===== src/rtl/load_buffer_pkg.sv =====
// Shared types and constants for the load buffer and its FIFO.
package load_buffer_pkg;

  localparam int INST_TYPE_WIDTH = 4;
  localparam int ROB_WIDTH       = 5;

  // Loads occupy LB..LHU, stores SB..SW; both ranges are contiguous.
  localparam logic [INST_TYPE_WIDTH-1:0] LB  = 4'd1;
  localparam logic [INST_TYPE_WIDTH-1:0] LH  = 4'd2;
  localparam logic [INST_TYPE_WIDTH-1:0] LW  = 4'd3;
  localparam logic [INST_TYPE_WIDTH-1:0] LBU = 4'd4;
  localparam logic [INST_TYPE_WIDTH-1:0] LHU = 4'd5;
  localparam logic [INST_TYPE_WIDTH-1:0] SB  = 4'd6;
  localparam logic [INST_TYPE_WIDTH-1:0] SH  = 4'd7;
  localparam logic [INST_TYPE_WIDTH-1:0] SW  = 4'd8;

  localparam logic [ROB_WIDTH-1:0] NULL_TAG = '0;
  localparam logic ENABLE  = 1'b1;
  localparam logic DISABLE = 1'b0;

  localparam logic [1:0] SIZE_BYTE = 2'd0;
  localparam logic [1:0] SIZE_HALF = 2'd1;
  localparam logic [1:0] SIZE_WORD = 2'd2;

  typedef enum logic [1:0] {ST_IDLE, ST_WAIT, ST_DRAIN} lb_state_e;

  typedef struct packed {
    logic [31:0]          addr;
    logic [1:0]           size;
    logic                 sgn;
    logic [ROB_WIDTH-1:0] dest;
  } lb_entry_t;

  function automatic logic [1:0] op_size(input logic [INST_TYPE_WIDTH-1:0] op);
    logic [1:0] s;
    case (op)
      LB, LBU, SB: s = SIZE_BYTE;
      LH, LHU, SH: s = SIZE_HALF;
      default:     s = SIZE_WORD;
    endcase
    return s;
  endfunction

  // Read data arrives LSB-aligned; widen it to 32 bits.
  function automatic logic [31:0] extend(input logic [31:0] d, input logic [1:0] size,
                                         input logic sgn);
    logic [31:0] r;
    case (size)
      SIZE_BYTE: r = {{24{sgn & d[7]}}, d[7:0]};
      SIZE_HALF: r = {{16{sgn & d[15]}}, d[15:0]};
      default:   r = d;
    endcase
    return r;
  endfunction

endpackage


===== src/rtl/load_buffer_if.sv =====
// Issue, memory, CDB and ROB-address signals of the load buffer.
interface load_buffer_if;
  import load_buffer_pkg::*;

  logic                       lsq_en_in;
  logic [31:0]                lsq_A_in;
  logic [31:0]                lsq_vj_in;
  logic [ROB_WIDTH-1:0]       lsq_dest_in;
  logic [INST_TYPE_WIDTH-1:0] lsq_inst_type_in;
  logic                       lbuffer_rdy_out;
  logic                       rob_flush_in;
  logic                       mem_req_out;
  logic [31:0]                mem_addr_out;
  logic [1:0]                 mem_size_out;
  logic                       mem_done_in;
  logic [31:0]                mem_data_in;
  logic                       cdb_en_out;
  logic [ROB_WIDTH-1:0]       cdb_dest_out;
  logic [31:0]                cdb_value_out;
  logic                       rob_addr_en_out;
  logic [ROB_WIDTH-1:0]       rob_addr_dest_out;
  logic [31:0]                rob_addr_out;

  // Environment side: issuing queue, memory controller, ROB.
  modport master (
    output lsq_en_in, lsq_A_in, lsq_vj_in, lsq_dest_in, lsq_inst_type_in,
    output rob_flush_in, mem_done_in, mem_data_in,
    input  lbuffer_rdy_out, mem_req_out, mem_addr_out, mem_size_out,
    input  cdb_en_out, cdb_dest_out, cdb_value_out,
    input  rob_addr_en_out, rob_addr_dest_out, rob_addr_out
  );

  // Load buffer side.
  modport slave (
    input  lsq_en_in, lsq_A_in, lsq_vj_in, lsq_dest_in, lsq_inst_type_in,
    input  rob_flush_in, mem_done_in, mem_data_in,
    output lbuffer_rdy_out, mem_req_out, mem_addr_out, mem_size_out,
    output cdb_en_out, cdb_dest_out, cdb_value_out,
    output rob_addr_en_out, rob_addr_dest_out, rob_addr_out
  );
endinterface


===== src/rtl/load_buffer_fifo.sv =====
// In-order circular buffer of pending loads with clear and fill flags.
module load_fifo
  import load_buffer_pkg::*;
#(
  parameter int DEPTH = 8,
  parameter int PTR_W = 3
) (
  input  logic           clk,
  input  logic           rst,
  input  logic           en,
  input  logic           push,
  input  lb_entry_t      push_data,
  input  logic           pop,
  input  logic           clear,
  output lb_entry_t      head_data,
  output logic [PTR_W:0] count,
  output logic           full,
  output logic           almost_full
);
  localparam logic [PTR_W:0]   CNT_FULL  = (PTR_W+1)'(DEPTH);
  localparam logic [PTR_W:0]   CNT_AFULL = (PTR_W+1)'(DEPTH-1);
  localparam logic [PTR_W:0]   CNT_ONE   = {{PTR_W{1'b0}}, 1'b1};
  localparam logic [PTR_W-1:0] PTR_ONE   = {{(PTR_W-1){1'b0}}, 1'b1};

  lb_entry_t        mem_q [DEPTH];
  lb_entry_t        mem_d [DEPTH];
  logic [PTR_W-1:0] head_q, head_d, tail_q, tail_d;
  logic [PTR_W:0]   count_q, count_d;
  logic             do_push, do_pop;

  assign full        = (count_q == CNT_FULL);
  assign almost_full = (count_q >= CNT_AFULL);
  assign count       = count_q;
  assign head_data   = mem_q[head_q];

  // Next pointers/count; a push into a full buffer is dropped, clear wins.
  always_comb begin
    mem_d   = mem_q;
    head_d  = head_q;
    tail_d  = tail_q;
    count_d = count_q;
    do_push = push && !full;
    do_pop  = pop && (count_q != '0);
    if (clear) begin
      head_d  = '0;
      tail_d  = '0;
      count_d = '0;
    end else begin
      if (do_push) begin
        mem_d[tail_q] = push_data;
        tail_d        = tail_q + PTR_ONE;
      end
      if (do_pop) head_d = head_q + PTR_ONE;
      case ({do_push, do_pop})
        2'b10:   count_d = count_q + CNT_ONE;
        2'b01:   count_d = count_q - CNT_ONE;
        default: count_d = count_q;
      endcase
    end
  end

  // Register buffer state; en low freezes everything.
  always_ff @(posedge clk) begin
    if (rst) begin
      mem_q   <= '{default: '0};
      head_q  <= '0;
      tail_q  <= '0;
      count_q <= '0;
    end else if (en) begin
      mem_q   <= mem_d;
      head_q  <= head_d;
      tail_q  <= tail_d;
      count_q <= count_d;
    end
  end

endmodule


===== src/rtl/load_buffer.sv =====
// Load buffer: address adder, in-order load issue FSM, extension, store address return.
module load_buffer
  import load_buffer_pkg::*;
#(
  parameter int DEPTH = 8,
  parameter int PTR_W = 3
) (
  input logic          clk_in,
  input logic          rst_in,
  input logic          rdy_in,
  load_buffer_if.slave bus
);
  lb_state_e            state_q, state_d;
  logic                 mem_req_q, mem_req_d;
  logic [31:0]          mem_addr_q, mem_addr_d;
  logic [1:0]           mem_size_q, mem_size_d;
  logic                 cdb_en_q, cdb_en_d;
  logic [ROB_WIDTH-1:0] cdb_dest_q, cdb_dest_d;
  logic [31:0]          cdb_value_q, cdb_value_d;
  logic                 rob_en_q, rob_en_d;
  logic [ROB_WIDTH-1:0] rob_dest_q, rob_dest_d;
  logic [31:0]          rob_addr_q, rob_addr_d;

  logic [31:0]    eff_addr;
  logic           is_load, is_store, flush, push, pop;
  lb_entry_t      push_data, head;
  logic [PTR_W:0] fifo_count;
  logic           fifo_full, fifo_afull;

  assign eff_addr  = bus.lsq_A_in + bus.lsq_vj_in;
  assign is_load   = (bus.lsq_inst_type_in >= LB) && (bus.lsq_inst_type_in <= LHU);
  assign is_store  = (bus.lsq_inst_type_in >= SB) && (bus.lsq_inst_type_in <= SW);
  assign flush     = bus.rob_flush_in;
  assign push      = bus.lsq_en_in && is_load && !flush;
  assign pop       = (state_q == ST_WAIT) && bus.mem_done_in && !flush;
  assign push_data = '{addr: eff_addr,
                       size: op_size(bus.lsq_inst_type_in),
                       sgn:  (bus.lsq_inst_type_in == LB) || (bus.lsq_inst_type_in == LH),
                       dest: bus.lsq_dest_in};

  load_fifo #(.DEPTH(DEPTH), .PTR_W(PTR_W)) u_fifo (
    .clk(clk_in), .rst(rst_in), .en(rdy_in),
    .push(push), .push_data(push_data), .pop(pop), .clear(flush),
    .head_data(head), .count(fifo_count), .full(fifo_full), .almost_full(fifo_afull)
  );

  // One slot of slack because the issuing queue registers its issue.
  assign bus.lbuffer_rdy_out   = !fifo_afull;
  assign bus.mem_req_out       = mem_req_q;
  assign bus.mem_addr_out      = mem_addr_q;
  assign bus.mem_size_out      = mem_size_q;
  assign bus.cdb_en_out        = cdb_en_q;
  assign bus.cdb_dest_out      = cdb_dest_q;
  assign bus.cdb_value_out     = cdb_value_q;
  assign bus.rob_addr_en_out   = rob_en_q;
  assign bus.rob_addr_dest_out = rob_dest_q;
  assign bus.rob_addr_out      = rob_addr_q;

  // FSM next state, memory request, CDB and store-address pulses.
  always_comb begin
    state_d     = state_q;
    mem_req_d   = mem_req_q;
    mem_addr_d  = mem_addr_q;
    mem_size_d  = mem_size_q;
    cdb_en_d    = DISABLE;
    cdb_dest_d  = cdb_dest_q;
    cdb_value_d = cdb_value_q;
    rob_en_d    = DISABLE;
    rob_dest_d  = rob_dest_q;
    rob_addr_d  = rob_addr_q;
    if (bus.lsq_en_in && is_store && !flush) begin
      rob_en_d   = ENABLE;
      rob_dest_d = bus.lsq_dest_in;
      rob_addr_d = eff_addr;
    end
    case (state_q)
      ST_IDLE: if (!flush && fifo_count != '0) begin
        mem_req_d  = ENABLE;
        mem_addr_d = head.addr;
        mem_size_d = head.size;
        state_d    = ST_WAIT;
      end
      ST_WAIT: if (bus.mem_done_in) begin
        mem_req_d = DISABLE;
        state_d   = ST_IDLE;
        if (!flush) begin
          cdb_en_d    = ENABLE;
          cdb_dest_d  = head.dest;
          cdb_value_d = extend(bus.mem_data_in, head.size, head.sgn);
        end
      end else if (flush) begin
        // The read is already in flight; keep req up until it completes.
        state_d = ST_DRAIN;
      end
      ST_DRAIN: if (bus.mem_done_in) begin
        mem_req_d = DISABLE;
        state_d   = ST_IDLE;
      end
      default: state_d = ST_IDLE;
    endcase
  end

  // Registered FSM and outputs; pulses clear even while frozen.
  always_ff @(posedge clk_in) begin
    if (rst_in) begin
      state_q     <= ST_IDLE;
      mem_req_q   <= DISABLE;
      mem_addr_q  <= '0;
      mem_size_q  <= '0;
      cdb_en_q    <= DISABLE;
      cdb_dest_q  <= NULL_TAG;
      cdb_value_q <= '0;
      rob_en_q    <= DISABLE;
      rob_dest_q  <= NULL_TAG;
      rob_addr_q  <= '0;
    end else if (!rdy_in) begin
      cdb_en_q <= DISABLE;
      rob_en_q <= DISABLE;
    end else begin
      state_q     <= state_d;
      mem_req_q   <= mem_req_d;
      mem_addr_q  <= mem_addr_d;
      mem_size_q  <= mem_size_d;
      cdb_en_q    <= cdb_en_d;
      cdb_dest_q  <= cdb_dest_d;
      cdb_value_q <= cdb_value_d;
      rob_en_q    <= rob_en_d;
      rob_dest_q  <= rob_dest_d;
      rob_addr_q  <= rob_addr_d;
    end
  end

  // A load pushed into a full buffer is a protocol error from the issuer.
  always_ff @(posedge clk_in) begin
    if (!rst_in && rdy_in)
      assert (!(push && fifo_full)) else $error("load_buffer: load pushed while full, dropped");
  end

endmodule


===== src/flat_wrapper.sv =====
// flat-port wrapper written by rule: the top's interface ports become plain ports
module load_buffer_flat import load_buffer_pkg::*;
#(
  parameter int DEPTH = 8,
  parameter int PTR_W = 3
)
  (clk_in, rst_in, rdy_in, bus_lsq_en_in, bus_lsq_A_in, bus_lsq_vj_in, bus_lsq_dest_in, bus_lsq_inst_type_in, bus_rob_flush_in, bus_mem_done_in, bus_mem_data_in, bus_lbuffer_rdy_out, bus_mem_req_out, bus_mem_addr_out, bus_mem_size_out, bus_cdb_en_out, bus_cdb_dest_out, bus_cdb_value_out, bus_rob_addr_en_out, bus_rob_addr_dest_out, bus_rob_addr_out);
  load_buffer_if bus_i ();
  input logic clk_in;
  input logic rst_in;
  input logic rdy_in;
  input wire logic [$bits(bus_i.lsq_en_in)-1:0] bus_lsq_en_in;
  input wire logic [$bits(bus_i.lsq_A_in)-1:0] bus_lsq_A_in;
  input wire logic [$bits(bus_i.lsq_vj_in)-1:0] bus_lsq_vj_in;
  input wire logic [$bits(bus_i.lsq_dest_in)-1:0] bus_lsq_dest_in;
  input wire logic [$bits(bus_i.lsq_inst_type_in)-1:0] bus_lsq_inst_type_in;
  input wire logic [$bits(bus_i.rob_flush_in)-1:0] bus_rob_flush_in;
  input wire logic [$bits(bus_i.mem_done_in)-1:0] bus_mem_done_in;
  input wire logic [$bits(bus_i.mem_data_in)-1:0] bus_mem_data_in;
  output wire logic [$bits(bus_i.lbuffer_rdy_out)-1:0] bus_lbuffer_rdy_out;
  output wire logic [$bits(bus_i.mem_req_out)-1:0] bus_mem_req_out;
  output wire logic [$bits(bus_i.mem_addr_out)-1:0] bus_mem_addr_out;
  output wire logic [$bits(bus_i.mem_size_out)-1:0] bus_mem_size_out;
  output wire logic [$bits(bus_i.cdb_en_out)-1:0] bus_cdb_en_out;
  output wire logic [$bits(bus_i.cdb_dest_out)-1:0] bus_cdb_dest_out;
  output wire logic [$bits(bus_i.cdb_value_out)-1:0] bus_cdb_value_out;
  output wire logic [$bits(bus_i.rob_addr_en_out)-1:0] bus_rob_addr_en_out;
  output wire logic [$bits(bus_i.rob_addr_dest_out)-1:0] bus_rob_addr_dest_out;
  output wire logic [$bits(bus_i.rob_addr_out)-1:0] bus_rob_addr_out;
  assign bus_i.lsq_en_in = bus_lsq_en_in;
  assign bus_i.lsq_A_in = bus_lsq_A_in;
  assign bus_i.lsq_vj_in = bus_lsq_vj_in;
  assign bus_i.lsq_dest_in = bus_lsq_dest_in;
  assign bus_i.lsq_inst_type_in = bus_lsq_inst_type_in;
  assign bus_i.rob_flush_in = bus_rob_flush_in;
  assign bus_i.mem_done_in = bus_mem_done_in;
  assign bus_i.mem_data_in = bus_mem_data_in;
  assign bus_lbuffer_rdy_out = bus_i.lbuffer_rdy_out;
  assign bus_mem_req_out = bus_i.mem_req_out;
  assign bus_mem_addr_out = bus_i.mem_addr_out;
  assign bus_mem_size_out = bus_i.mem_size_out;
  assign bus_cdb_en_out = bus_i.cdb_en_out;
  assign bus_cdb_dest_out = bus_i.cdb_dest_out;
  assign bus_cdb_value_out = bus_i.cdb_value_out;
  assign bus_rob_addr_en_out = bus_i.rob_addr_en_out;
  assign bus_rob_addr_dest_out = bus_i.rob_addr_dest_out;
  assign bus_rob_addr_out = bus_i.rob_addr_out;
  load_buffer #(.DEPTH(DEPTH), .PTR_W(PTR_W)) u_core (.clk_in(clk_in), .rst_in(rst_in), .rdy_in(rdy_in), .bus(bus_i));
endmodule

===== config.mk =====
export PLATFORM = sky130hd
export DESIGN_NAME = load_buffer_flat
export DESIGN_NICKNAME = d
export VERILOG_FILES = /design/src/rtl/load_buffer_pkg.sv /design/src/rtl/load_buffer_if.sv /design/src/rtl/load_buffer_fifo.sv /design/src/rtl/load_buffer.sv /design/src/flat_wrapper.sv
export SDC_FILE = /design/constraint.sdc
export NUM_CORES = 1
export LEC_CHECK = 0
export ABC_AREA = 1
export BUFFER_PORTS_ARGS = -buffer_cell sky130_fd_sc_hd__buf_2
export CAP_MARGIN = 20
export CORE_MARGIN = 2
export CORE_UTILIZATION = 60
export CTS_BUF_LIST = sky130_fd_sc_hd__clkbuf_8
export CTS_CLUSTER_SIZE = 40
export DETAILED_ROUTE_END_ITERATION = 10
export GPL_TIMING_DRIVEN = 1
export PLACE_DENSITY = 0.79
export SYNTH_ARGS = -nofsm -noshare
export SYNTH_HDL_FRONTEND = slang
export SYNTH_SLANG_ARGS = --single-unit

===== constraint.sdc =====
create_clock -name clk_in -period 2.5 [get_ports clk_in]
set_clock_uncertainty 0.05 [all_clocks]
set_input_delay 0.375 -clock clk_in [delete_from_list [all_inputs] [get_ports clk_in]]
set_output_delay 0.375 -clock clk_in [all_outputs]
set_load 0.02 [all_outputs]

Word-level counts from Yosys, hierarchy flattened
Cells that the tools add are included.
{"block": "totals", "out_inout_bits": 112, "input_bits": 111, "word_cells": 143, "reg_bits": 443}
{"block": "op_classes", "eq_ne": 16, "addsub": 5, "bitwise_logic": 8, "mux": 24, "n_reduce_logical": 37, "magnitude_cmp": 8}
{"operator": "320-bit bitwise mux", "n": 1}
{"operator": "40-bit binary-select mux with 3-bit select", "n": 1}
{"operator": "40-bit demux with 3-bit select", "n": 1}
{"operator": "40-bit two-way mux", "n": 3}
{"operator": "32-bit case mux with 2 select lines", "n": 1}
{"operator": "32-bit adder", "n": 1}
{"operator": "4-bit by 3-bit == test with 1-bit output, second input constant", "n": 4}
{"operator": "1-bit logical AND", "n": 12}
{"operator": "3-bit two-way mux", "n": 4}
{"operator": "4-bit AND reduction", "n": 3}
{"operator": "4-bit by 3-bit >= comparator with 1-bit output, second input constant", "n": 2}
{"operator": "4-bit >= comparator, second input constant", "n": 2}
{"operator": "2-bit two-way mux", "n": 4}
{"operator": "3-bit NOT with 4-bit output", "n": 2}
{"operator": "4-bit case mux with 2 select lines", "n": 1}
{"operator": "2-bit AND reduction", "n": 4}
{"operator": "3-bit by 1-bit adder with 3-bit output, second input constant", "n": 2}
{"operator": "2-bit by 1-bit == test with 1-bit output, second input constant", "n": 3}
{"operator": "2-bit case mux with 3 select lines", "n": 1}
{"operator": "3-bit AND reduction", "n": 2}
{"operator": "2-bit nonzero test", "n": 3}
{"operator": "3-bit OR reduction", "n": 2}
{"operator": "4-bit by 1-bit adder with 4-bit output, second input constant", "n": 1}
{"operator": "2-bit == test, second input constant", "n": 2}
{"operator": "other kinds (24)", "n": 36}

Depth between registers and ports, before layout
Gate-level depths: netlist (run 1).
{"block": "logic_depth", "word_depth": 8, "depth_mapped": 16, "depth_no_buf": 16}

Hierarchy
From an unflattened synthesis (run 1), not the netlist that was laid out.
{"block": "hier_totals", "cells_unflattened": 3166, "area_unflattened_um2": 21094.0}
{"mod": "load_fifo", "cells_per_inst": 2090, "seq_area_each_um2": 6606.3, "n_inst": 1, "area_per_inst_um2": 14415.1}
{"mod": "load_buffer", "cells_per_inst": 1076, "seq_area_each_um2": 2262.2, "n_inst": 1, "area_per_inst_um2": 6678.9}

Least setup slack after synthesis (run 1)
No wires, ideal clock.
{"block": "synth_path", "path_type": "input port to flip-flop", "startpoint": "in bus_lsq_vj_in[0]", "endpoint": "reg u_core.u_fifo.mem_q[104] in the netlist's numbering", "arrival_ps": 1870, "path_stages": 13, "setup_slack_ps": 464, "required_time_ps": 2334, "path_buffers": 0, "setup_ps": 116, "path_cell_list": "ha_1 inv_1 fa_1 inv_1 nand3_1 nand3_1 nand2_1 nand2_1 nand2_1 nand3_1 nand3_1 o211ai_1 inv_1"}
{"block": "synth_between", "elab_chain_len": 2}
{"element": "start: declaration", "line_no": "flat_wrapper.sv:14", "source": "input wire logic [$bits(bus_i.lsq_vj_in)-1:0] bus_lsq_vj_in;"}
{"element": "32-bit adder", "line_no": "load_buffer.sv:30", "source": "assign eff_addr = bus.lsq_A_in + bus.lsq_vj_in;"}
{"element": "320-bit bitwise mux", "line_no": "load_buffer_fifo.sv:50", "source": "mem_d[tail_q] = push_data;"}
{"element": "end signal: assignment", "line_no": "load_buffer_fifo.sv:70", "source": "mem_q <= mem_d;"}
{"element": "end: declaration", "line_no": "load_buffer_fifo.sv:25", "source": "lb_entry_t mem_q [DEPTH];"}
No other way between the ends.
A chain may end at the register's enable or synchronous reset.

Final worst setup path (run 1)
{"block": "layout_path", "startpoint": "reg u_core.state_q[1]", "endpoint": "reg u_core.u_fifo.count_q[3], in the netlist u_core.u_fifo.count[3]"}
{"block": "layout_between", "elab_chain_len": 7, "elab_cells_between_ends": 10, "cone_classes": "eq/ne (3); mux (2); reduce/logical (5)"}
{"element": "start: declaration", "line_no": "load_buffer.sv:13", "source": "lb_state_e state_q, state_d;"}
{"element": "start signal: assignment", "line_no": "load_buffer.sv:120", "source": "state_q <= state_d;"}
{"element": "2-bit by 1-bit == test with 1-bit output (*)", "line_no": "load_buffer.sv:35", "source": "assign pop = (state_q == ST_WAIT) && bus.mem_done_in && !flush;"}
{"element": "1-bit logical AND (*) (2 in a row)", "line_no": "load_buffer.sv:35"}
{"element": "1-bit logical AND (*)", "line_no": "load_buffer_fifo.sv:43", "source": "do_pop = pop && (count_q != '0);"}
{"element": "2-bit by 1-bit == test with 1-bit output or 2-bit == test (tied branches)", "line_no": "load_buffer_fifo.sv:54", "source": "case ({do_push, do_pop})"}
{"element": "4-bit case mux with 2 select lines or 3-bit nonzero test (tied branches)"}
{"element": "4-bit two-way mux or 2-bit AND reduction (tied branches)"}
{"element": "end signal: assignment", "line_no": "load_buffer_fifo.sv:73", "source": "count_q <= count_d;"}
{"element": "end: declaration", "line_no": "load_buffer_fifo.sv:28", "source": "logic [PTR_W:0] count_q, count_d;"}
Every way passes the cells marked *; elsewhere a longest branch is shown, timed or not.

==> results.cfg, run 1 <==
[drt]
dr.pass1.iters = 6
drc = 0
vias_per_cell = 5.712
via_count = 22030
drt-initial-drc-count = 2100
ant_nets = 0
wl_mm = 65.22
avgRoutedWirePerCell_um = 16.91

[yosys]
yosysTopAreaCell = dfxtp_1
synth.area.top_cells = dfxtp_1 41%, o21ai_0 11%, a21oi_1 8.8%
synth_nets = 3308
yosys_warnings = 0
ys_types = 43
syn_avg_cell_area_um2 = 6.911
synthMostInstantiatedCell = inv_1
synth_top_area_share_pct = 40.65
ys_seq_area_share_pct = 40.65
synth-seq-cells = 443
ys_async_sr_fraction_pct = 0
syn_inst = 3157
synth_ff_type = dfxtp_1
synth_edf_count = 0
syn_area_mm2 = 0.02182
yosys-top-cells-count = 475 x inv_1, 460 x o21ai_0, 443 x dfxtp_1

[layout]
diodes = 0
fin_nets = 3497
drive_gt1_share_pct = 12.87
syn2layout_area_growth_pct = 14.59

[critical_path]
critPathMaxFanout = 5
cp_slowest_cell = dfxtp_1
reg2reg_from = u_core.state_q[1]
cp.arrival_ps = 2760
reg2reg_slack_ps = 170
slowest_delay_ps = 360
cp.buffers_inverters = 4
path_cells = inv_1 -> ha_1 -> nand2_1 -> nor2_1 -> nand2_1 -> inv_1 -> o21ai_0 -> inv_1 -> ha_1 -> inv_1 -> nor2_1 -> nand2_1 -> nand2_1 -> nand2_1 -> nand3_1 -> a21oi_1
criticalPathCategory = register to register
cp.required_ps = 2930
rr_worst_depth = 16
path_delay_family = simple AND/OR/NAND/NOR gates
r2r-end = u_core.u_fifo.count[3]
end_kind = register
crit_path_start_kind = register
cpMostUsedCell = nand2_1

[timing]
fin_ws_ps = 170.7
hold_ws_ps = 34.59
finalCritPeriodShare_pct = 93.17
slew_violations = 0
tightestPinTransition_ps = 957.2
period_needed_ps = 2329
timing.slew.headroom_pct = 35.73
fmax_mhz = 429.3
setup_viol = 0
finalHoldViolCount = 0
rsz0062_at_grt = false

[clocking]
clkSlewWorstSetupHoldPaths_ps = 60
cts-resized-gates = 0
hold_buffers = 15
cts_tree = done
numCtsBuffers = 73
clk_latency_ps = 630
cts_setup_buffers = 0
cts_root_buf = clkbuf_8
cts.sinks = 443
clockBufferDepth = 3
cts-htree-levels = 3

[min_path]
min_to = u_core.bus.cdb_value_out[7]
hp-start = bus_mem_data_in[7]
hp-class = input pin to register
worstHoldPathCells = 3

[pwr]
power_density_mw_per_mm2 = 594.4
p_leak_nw = 12.19
fin_total_pwr_mw = 14.86
peakVddDrop_v = 0.0005403

[global_route]
track_usage_pct = 33.84
antenna_found_initial = 0
grt_pass1_wl_mm = 105.2
grt_overflow = 0
use_met3_pct = 5.310
grt_start_max_net_pins = 115
grtUsageMet1_pct = 43.49
first_global_vias = 20970
busiest_layer = met2
met2_usage_pct = 56.79

[floorplan]
ios = 223
die-area_mm2 = 0.03790
core_area_mm2 = 0.03566
die_y_um = 194.7
initial_core_util_pct = 61.19
rows = 69
die_w_um = 194.7

[place]
port_buffers = 222
pre_cts_ws_ps = -58.77
routabilityCongestion = 0.9735
dp_hpwl_mm = 41.06

[job]
drv_cap = 0

[status]
status = completed
-- layout by cell type (no fill, tap or decap), types with 6 or more instances in the layout --
master / instances
inv_2: 12
a21oi_1: 383
o221ai_1: 8
clkbuf_8: 86
nand2_1: 427
o21a_1: 73
dlygate4sd3_1: 15
and2_1: 7
buf_4: 56
buf_2: 221
o21ai_1: 17
o21ai_0: 459
o211ai_1: 39
inv_1: 500
ha_1: 39
o22ai_1: 11
dfxtp_1: 441
nand4_1: 6
nor2_4: 7
a31oi_1: 6
nand3b_1: 18
buf_12: 23
xnor2_1: 9
nor2_1: 258
nand3_1: 227
-- worst min-delay path, cell delays in order --
cell	delay [ps]
buf_2	130
nor2_1	60
nor2_1	100
-- worst max path at each step --
stage | endpoint | slack, ps | from | depth (start not counted)
2_1_floorplan | u_core.u_fifo.mem_q[104] | 460 | bus_lsq_vj_in[0] | 13
3_3_place_gp | u_core.bus.rob_addr_out[10] | 30 | bus_lsq_vj_in[5] | 12
3_5_place_dp | u_core.u_fifo.mem_q[218] | -60 | bus_lsq_vj_in[3] | 12
4_1_cts | u_core.u_fifo.count[3] | 190 | u_core.state_q[1] | 16
5_1_grt | u_core.bus.cdb_value_out[12] | 20 | u_core.u_fifo.head_q[0] | 9
6_report | u_core.u_fifo.count[3] | 170 | u_core.state_q[1] | 16
-- state kept, by name, summed over array words and instances, names as in the netlist --
| register | flops |
|---|---|
| u_core.u_fifo.mem_q | 320 |
| u_core.bus.cdb_value_out | 32 |
| u_core.bus.mem_addr_out | 32 |
| u_core.bus.rob_addr_out | 32 |
| u_core.bus.cdb_dest_out | 5 |
| u_core.bus.rob_addr_dest_out | 5 |
| u_core.u_fifo.count | 4 |
| u_core.u_fifo.head_q | 3 |
| u_core.u_fifo.tail_q | 3 |
| u_core.bus.mem_size_out | 2 |
| u_core.state_q | 2 |
| u_core.bus.cdb_en_out | 1 |
| u_core.bus.mem_req_out | 1 |
| u_core.bus.rob_addr_en_out | 1 |
-- metrics by stage --
| step | std cells | setup TNS, ps | instance area (µm²) | util (%) |
|---|---|---|---|---|
| after floorplan | 3157 | 0 | 21820 | - |
| after global placement | 3717 | 0 | 23490 | 65.87 |
| after detailed placement | 3717 | -282.7 | 23490 | 65.87 |
| after CTS | 3856 | 0 | 25000 | 70.12 |
| after global routing | 3856 | 0 | 25000 | 70.12 |
| final | 3856 | 0 | 25000 | 70.12 |
-- power breakdown --
part	internal, mW	switching [mW]
Combinational	0.507	1.11
Sequential	7.12	0.0350
Clock	3.13	2.96
Total	10.8	4.10
-- routing by layer --
metal,part of all wire [%],up-vias,wire length (µm)
met5,0,-,0
met4,3.3,0,2127
met3,9.0,166,5850
met2,46,1087,30310
met1,41,10110,26930
li1,-,10670,-
-- logic make-up after synthesis --
logic type / Yosys count / synth area share, %
fa+ha+maj: 40 / 2.328
xor+xnor: 15 / 0.6366
simple gates: 968 / 19.16
flops: 443 / 40.65
compound gates: 1001 / 24.55
buf+inv: 690 / 12.68
-- cell type report --
cell class                      count  area (µm²)
Clock buffer                       86        1184
Clock inverter                     38       181.4
Fill cell                        3017       10660
Inverter                          489        1846
Multi-Input combinational cell   2024       10200
Sequential cell                   443        8874
Tap cell                          461       576.8
Timing Repair Buffer              315        2137
(Power assumes the default switching activity.)
==> run 2: changes to the inputs <==
- CORE_UTILIZATION: 60 -> 55
- CTS_CLUSTER_SIZE: 40 -> 16
- PLACE_DENSITY: 0.79 -> 0.73
==> results.cfg, run 2 (synthesis gave the netlist of run 1 again) <==
[critical_path]
reg2reg_slack_ps = 180
cp.buffers_inverters = 3
cp_slowest_cell = inv_2
end_kind = register
crit_path_start = u_core.u_fifo.count[0]
path_delay_family = buffers and inverters
crit_path_start_kind = register
slowest_delay_ps = 650
reg2reg_from = u_core.u_fifo.count[0]
rr_worst_depth = 12
cp.arrival_ps = 2790
cp.required_ps = 2970
critPathMaxFanout = 42
path_cells = nor2_1 -> nand2_1 -> nand2_1 -> inv_2 -> nand2_4 -> nor2_8 -> nand2_4 -> nor2_2 -> inv_2 -> a21oi_1 -> o21ai_1 -> inv_1
criticalPathCategory = register to register
r2r-end = u_core.u_fifo.mem_q[231]

[clocking]
cts-htree-levels = 3
clkSlewWorstSetupHoldPaths_ps = 60
numCtsBuffers = 76
clockBufferDepth = 3
cts_root_buf = clkbuf_8
cts_tree = done
cts.sinks = 443
clk_latency_ps = 630

[layout]
regArea_mm2 = 0.008874
diodes = 0
final_cell_mix = 501 x inv_1, 458 x o21ai_0, 441 x dfxtp_1
fin_nets = 3506
largest_register_ffs = 320
multiInputGateArea_mm2 = 0.01021
fillerInstances = 3470
layout_commonest_cell = inv_1
drive_gt1_share_pct = 13.25
syn2layout_area_growth_pct = 16.48
largest_register = u_core.u_fifo.mem_q
final_area_mm2 = 0.02541

[min_path]
min_to = u_core.u_fifo.mem_q[120]
hp-class = input pin to register
hp-start = bus_lsq_dest_in[0]
worstHoldPathCells = 3

[timing]
timing.slew.headroom_pct = 40.66
finalCritPeriodShare_pct = 92.67
rsz0062_at_grt = true
setup_viol = 0
slew_violations = 0
finalHoldViolCount = 0
period_needed_ps = 2317
fmax_mhz = 431.6
tightestPinTransition_ps = 888.8
fin_ws_ps = 183.2

[status]
status = completed

[drt]
drc = 0
wl_mm = 65.29
dr.pass1.iters = 5
ant_nets = 0
drt-initial-drc-count = 1988
via_count = 21900
vias_per_cell = 5.572
avgRoutedWirePerCell_um = 16.61

[global_route]
grt_overflow = 0
grt_pass1_wl_mm = 105.4
track_usage_pct = 31.31
grt_start_max_net_pins = 115
first_global_vias = 20570
antenna_found_initial = 1

[pwr]
switching_share_pct = 26.81
power_density_mw_per_mm2 = 611.2
p_comb_share_pct = 10.5
seqPwrFrac_pct = 46.1
p_leak_nw = 12.35
peakVddDrop_v = 0.0003265
intPower_mw = 11.37
p_sw_mw = 4.164
clock_power_share_pct = 43.4

[job]
drv_cap = 0

[place]
port_buffers = 222
pre_cts_ws_ps = 12.26
place_area_mm2 = 0.02368
routabilityCongestion = 0.9249
dp_hpwl_mm = 41.05

[floorplan]
ios = 223
die-area_mm2 = 0.04128
initial_core_util_pct = 56.06
die_w_um = 203.2
rows = 72
core_area_mm2 = 0.03892
die_y_um = 203.2
run 2: cell count changes in the layout (fill, tap and decap cells not counted), moves of 2 or more:
cell,change
clkbuf_8,+12
buf_12,+7
clkinv_2,-4
buf_4,-2
bufinv_16,+2
run 2: power by group through the flow:
stage,logic (mW),registers (mW),clock network (mW)
final,1.64,7.16,6.74
after floorplan,0.874,7.35,0
after CTS,1.61,7.16,6.80
after detailed placement,1.58,7.31,0
after global placement,1.57,7.31,0
after global routing,1.79,7.16,7.16
run 2: what timing repair did:
action,4_1_cts,5_1_grt
endpoints found under the hold margin,16,0
buffers inserted,0,0
hold buffers,16,0
endpoints found under the setup margin,0,1
gates resized for setup,0,2
run 2: through the flow:
| stage | setup TNS (ps) | hold WS (ps) | util, % | power [mW] | cells |
|---|---|---|---|---|---|
| 3_5_place_dp | 0 | 388.6 | 60.85 | 8.893 | 3779 |
| 5_1_grt | -15.19 | 53.53 | 65.30 | 16.11 | 3930 |
| 4_1_cts | 0 | 26.22 | 65.29 | 15.57 | 3930 |
| 2_1_floorplan | 0 | 370.5 | - | 8.227 | 3157 |
| 3_3_place_gp | 0 | 377.3 | 60.85 | 8.873 | 3779 |
| 6_report | 0 | 58.70 | 65.30 | 15.53 | 3930 |
run 2: worst register-to-register path: stages (launching register included):
cell	delay, ps
dfxtp_1	340
nor2_1	200
nand2_1	90
nand2_1	110
inv_2	60
nand2_4	90
nor2_8	50
nand2_4	130
nor2_2	80
inv_2	650
a21oi_1	150
o21ai_1	150
inv_1	70
run 2: routing by layer:
metal | routed length, µm | part of all wire, % | global-route usage, %
met2 | 29950 | 46 | 51.76
met3 | 5177 | 7.9 | 4.746
met4 | 2031 | 3.1 | 12.54
met1 | 28120 | 43 | 41.12
met5 | 13 | 0.020 | 0
run 2: area by class of cell:
type                    instances  area share, %
clock inverters                37         0.8567
flip-flops and latches        443          34.92
well taps                     518          2.550
repair buffers                321          8.941
inverters                     489          7.262
multi-input cells            2024          40.16
clock buffers                  98          5.308
run 2: how the worst max path moves through the flow:
stage,end,slack [ps],cells after the start
finish,u_core.u_fifo.mem_q[231],180,12
global route,u_core.u_fifo.mem_q[231],-20,12
CTS,u_core.u_fifo.count[3],170,16
detailed placement,u_core.u_fifo.mem_q[220],10,13
global placement,u_core.bus.rob_addr_out[12],60,13
floorplan,u_core.u_fifo.mem_q[104],460,13
==> run 3: changes to the inputs <==
- CTS_CLUSTER_SIZE: 16 -> 25
- PLACE_DENSITY: 0.73 -> 0.75
==> results.cfg, run 3 (synthesis gave the netlist of run 1 again) <==
[floorplan]
die_w_um = 203.2
die_y_um = 203.2
ios = 223
core_area_mm2 = 0.03892
die-area_mm2 = 0.04128
rows = 72
initial_core_util_pct = 56.06

[layout]
fin_nets = 3497
post-route-util_pct = 64.53
final_area_mm2 = 0.02511
final_cells = 3914
syn2layout_area_growth_pct = 15.11
largest_register = u_core.u_fifo.mem_q
diodes = 0
final_cell_mix = 499 x inv_1, 459 x o21ai_0, 441 x dfxtp_1
layout_commonest_cell = inv_1
largest_register_ffs = 320
drive_gt1_share_pct = 12.90

[drt]
drt-initial-drc-count = 1805
wl_mm = 63.86
via_count = 21730
vias_per_cell = 5.551
ant_nets = 0
drc = 0
dr.pass1.iters = 8
avgRoutedWirePerCell_um = 16.32

[clocking]
clockBufferDepth = 3
cts-htree-levels = 3
cts_setup_buffers = 0
numCtsBuffers = 74
cts_tree = done
clkSlewWorstSetupHoldPaths_ps = 60
cts_root_buf = clkbuf_8
clk_latency_ps = 630
cts.sinks = 443

[pwr]
p_leak_nw = 12.21
power_density_mw_per_mm2 = 599.2
peakVddDrop_v = 0.0003458

[timing]
fin_ws_ps = 192.5
tightestPinTransition_ps = 897.8
setup_viol = 0
slew_violations = 0
finalCritPeriodShare_pct = 92.30
period_needed_ps = 2307
hold_ws_ps = 56.92
rsz0062_at_grt = false
fmax_mhz = 433.4
timing.slew.headroom_pct = 39.72
finalHoldViolCount = 0

[global_route]
grt_pass1_wl_mm = 103.7
track_usage_pct = 30.64
antenna_found_initial = 0
grt_start_max_net_pins = 115
first_global_vias = 20640
grt_overflow = 0

[critical_path]
crit_path_start = u_core.state_q[1]
cp.required_ps = 2930
cp.arrival_ps = 2740
critPathMaxFanout = 5
reg2reg_from = u_core.state_q[1]
reg2reg_slack_ps = 190
crit_path_start_kind = register
end_kind = register
criticalPathCategory = register to register

[place]
routabilityCongestion = 0.9089
place_area_mm2 = 0.02350
placed_cells = 3772
port_buffers = 222
dp_hpwl_mm = 40.61
pre_cts_ws_ps = -107.9

[min_path]
hp-start = bus_lsq_dest_in[0]
hp-class = input pin to register

[job]
drv_cap = 0

[status]
status = completed
## run 3: cell types whose count changed in the layout (fill, tap and decap cells not counted), sizes merged
| cell | change |
|---|---|
| clkbuf | -6 |
| bufinv | -1 |
| clkinv | -1 |
| inv | -1 |
| buf | -7 |
## run 3: routing by layer
metal	vias up	routed length (µm)	global-route usage [%]
li1	10670	-	-
met1	9947	27420	40.04
met2	982	29430	51.12
met3	127	5280	4.490
met4	0	1721	12.04
met5	-	0	0
## run 3: final cells by class
class	count	area, µm²
Inverter	489	1848
Fill cell	3487	13800
Clock buffer	92	1266
Sequential cell	443	8874
Clock inverter	34	181.4
Timing Repair Buffer	314	2095
Tap cell	518	648.1
Multi-Input combinational cell	2024	10200
## run 3: timing repair
item,in CTS,in global routing
endpoints found under the hold margin,16,0
gates resized for setup,0,2
setup endpoints to repair,0,1
hold buffers,16,0
## run 3: critical path, stage by stage (launching register included)
cell and delay [ps]:
dfxtp_1 360, inv_1 90, ha_1 220, nand2_1 130, nor2_1 50, nand2_1 70, inv_1 60, o21ai_0 230
inv_1 120, ha_1 350, inv_1 50, nor2_1 90, nand2_1 70, nand2_1 60, nand2_1 40, nand3_1 60
a21oi_1 60
## run 3: report_power, final
part / total (mW) / switching [mW] / internal [mW]
registers: 7.16 / 0.0341 / 7.12
logic: 1.60 / 1.09 / 0.505
clock network: 6.30 / 2.89 / 3.41
total: 15.0 / 4.01 / 11.0
## run 3: per-stage QoR
step	TNS, ps	power (mW)
after global routing	0	15.67
final	0	15.05
after CTS	0	15.11
after detailed placement	-358.0	8.854
after global placement	-21.26	8.828
after floorplan	0	8.227
## run 3: worst paths after layout
kind                                    to  cells past startpoint
setup / recovery    u_core.u_fifo.count[3]                     16
hold / removal    u_core.u_fifo.mem_q[120]                      3
setup reg to reg    u_core.u_fifo.count[3]                     16
hold reg to reg   u_core.u_fifo.mem_q[248]                      2
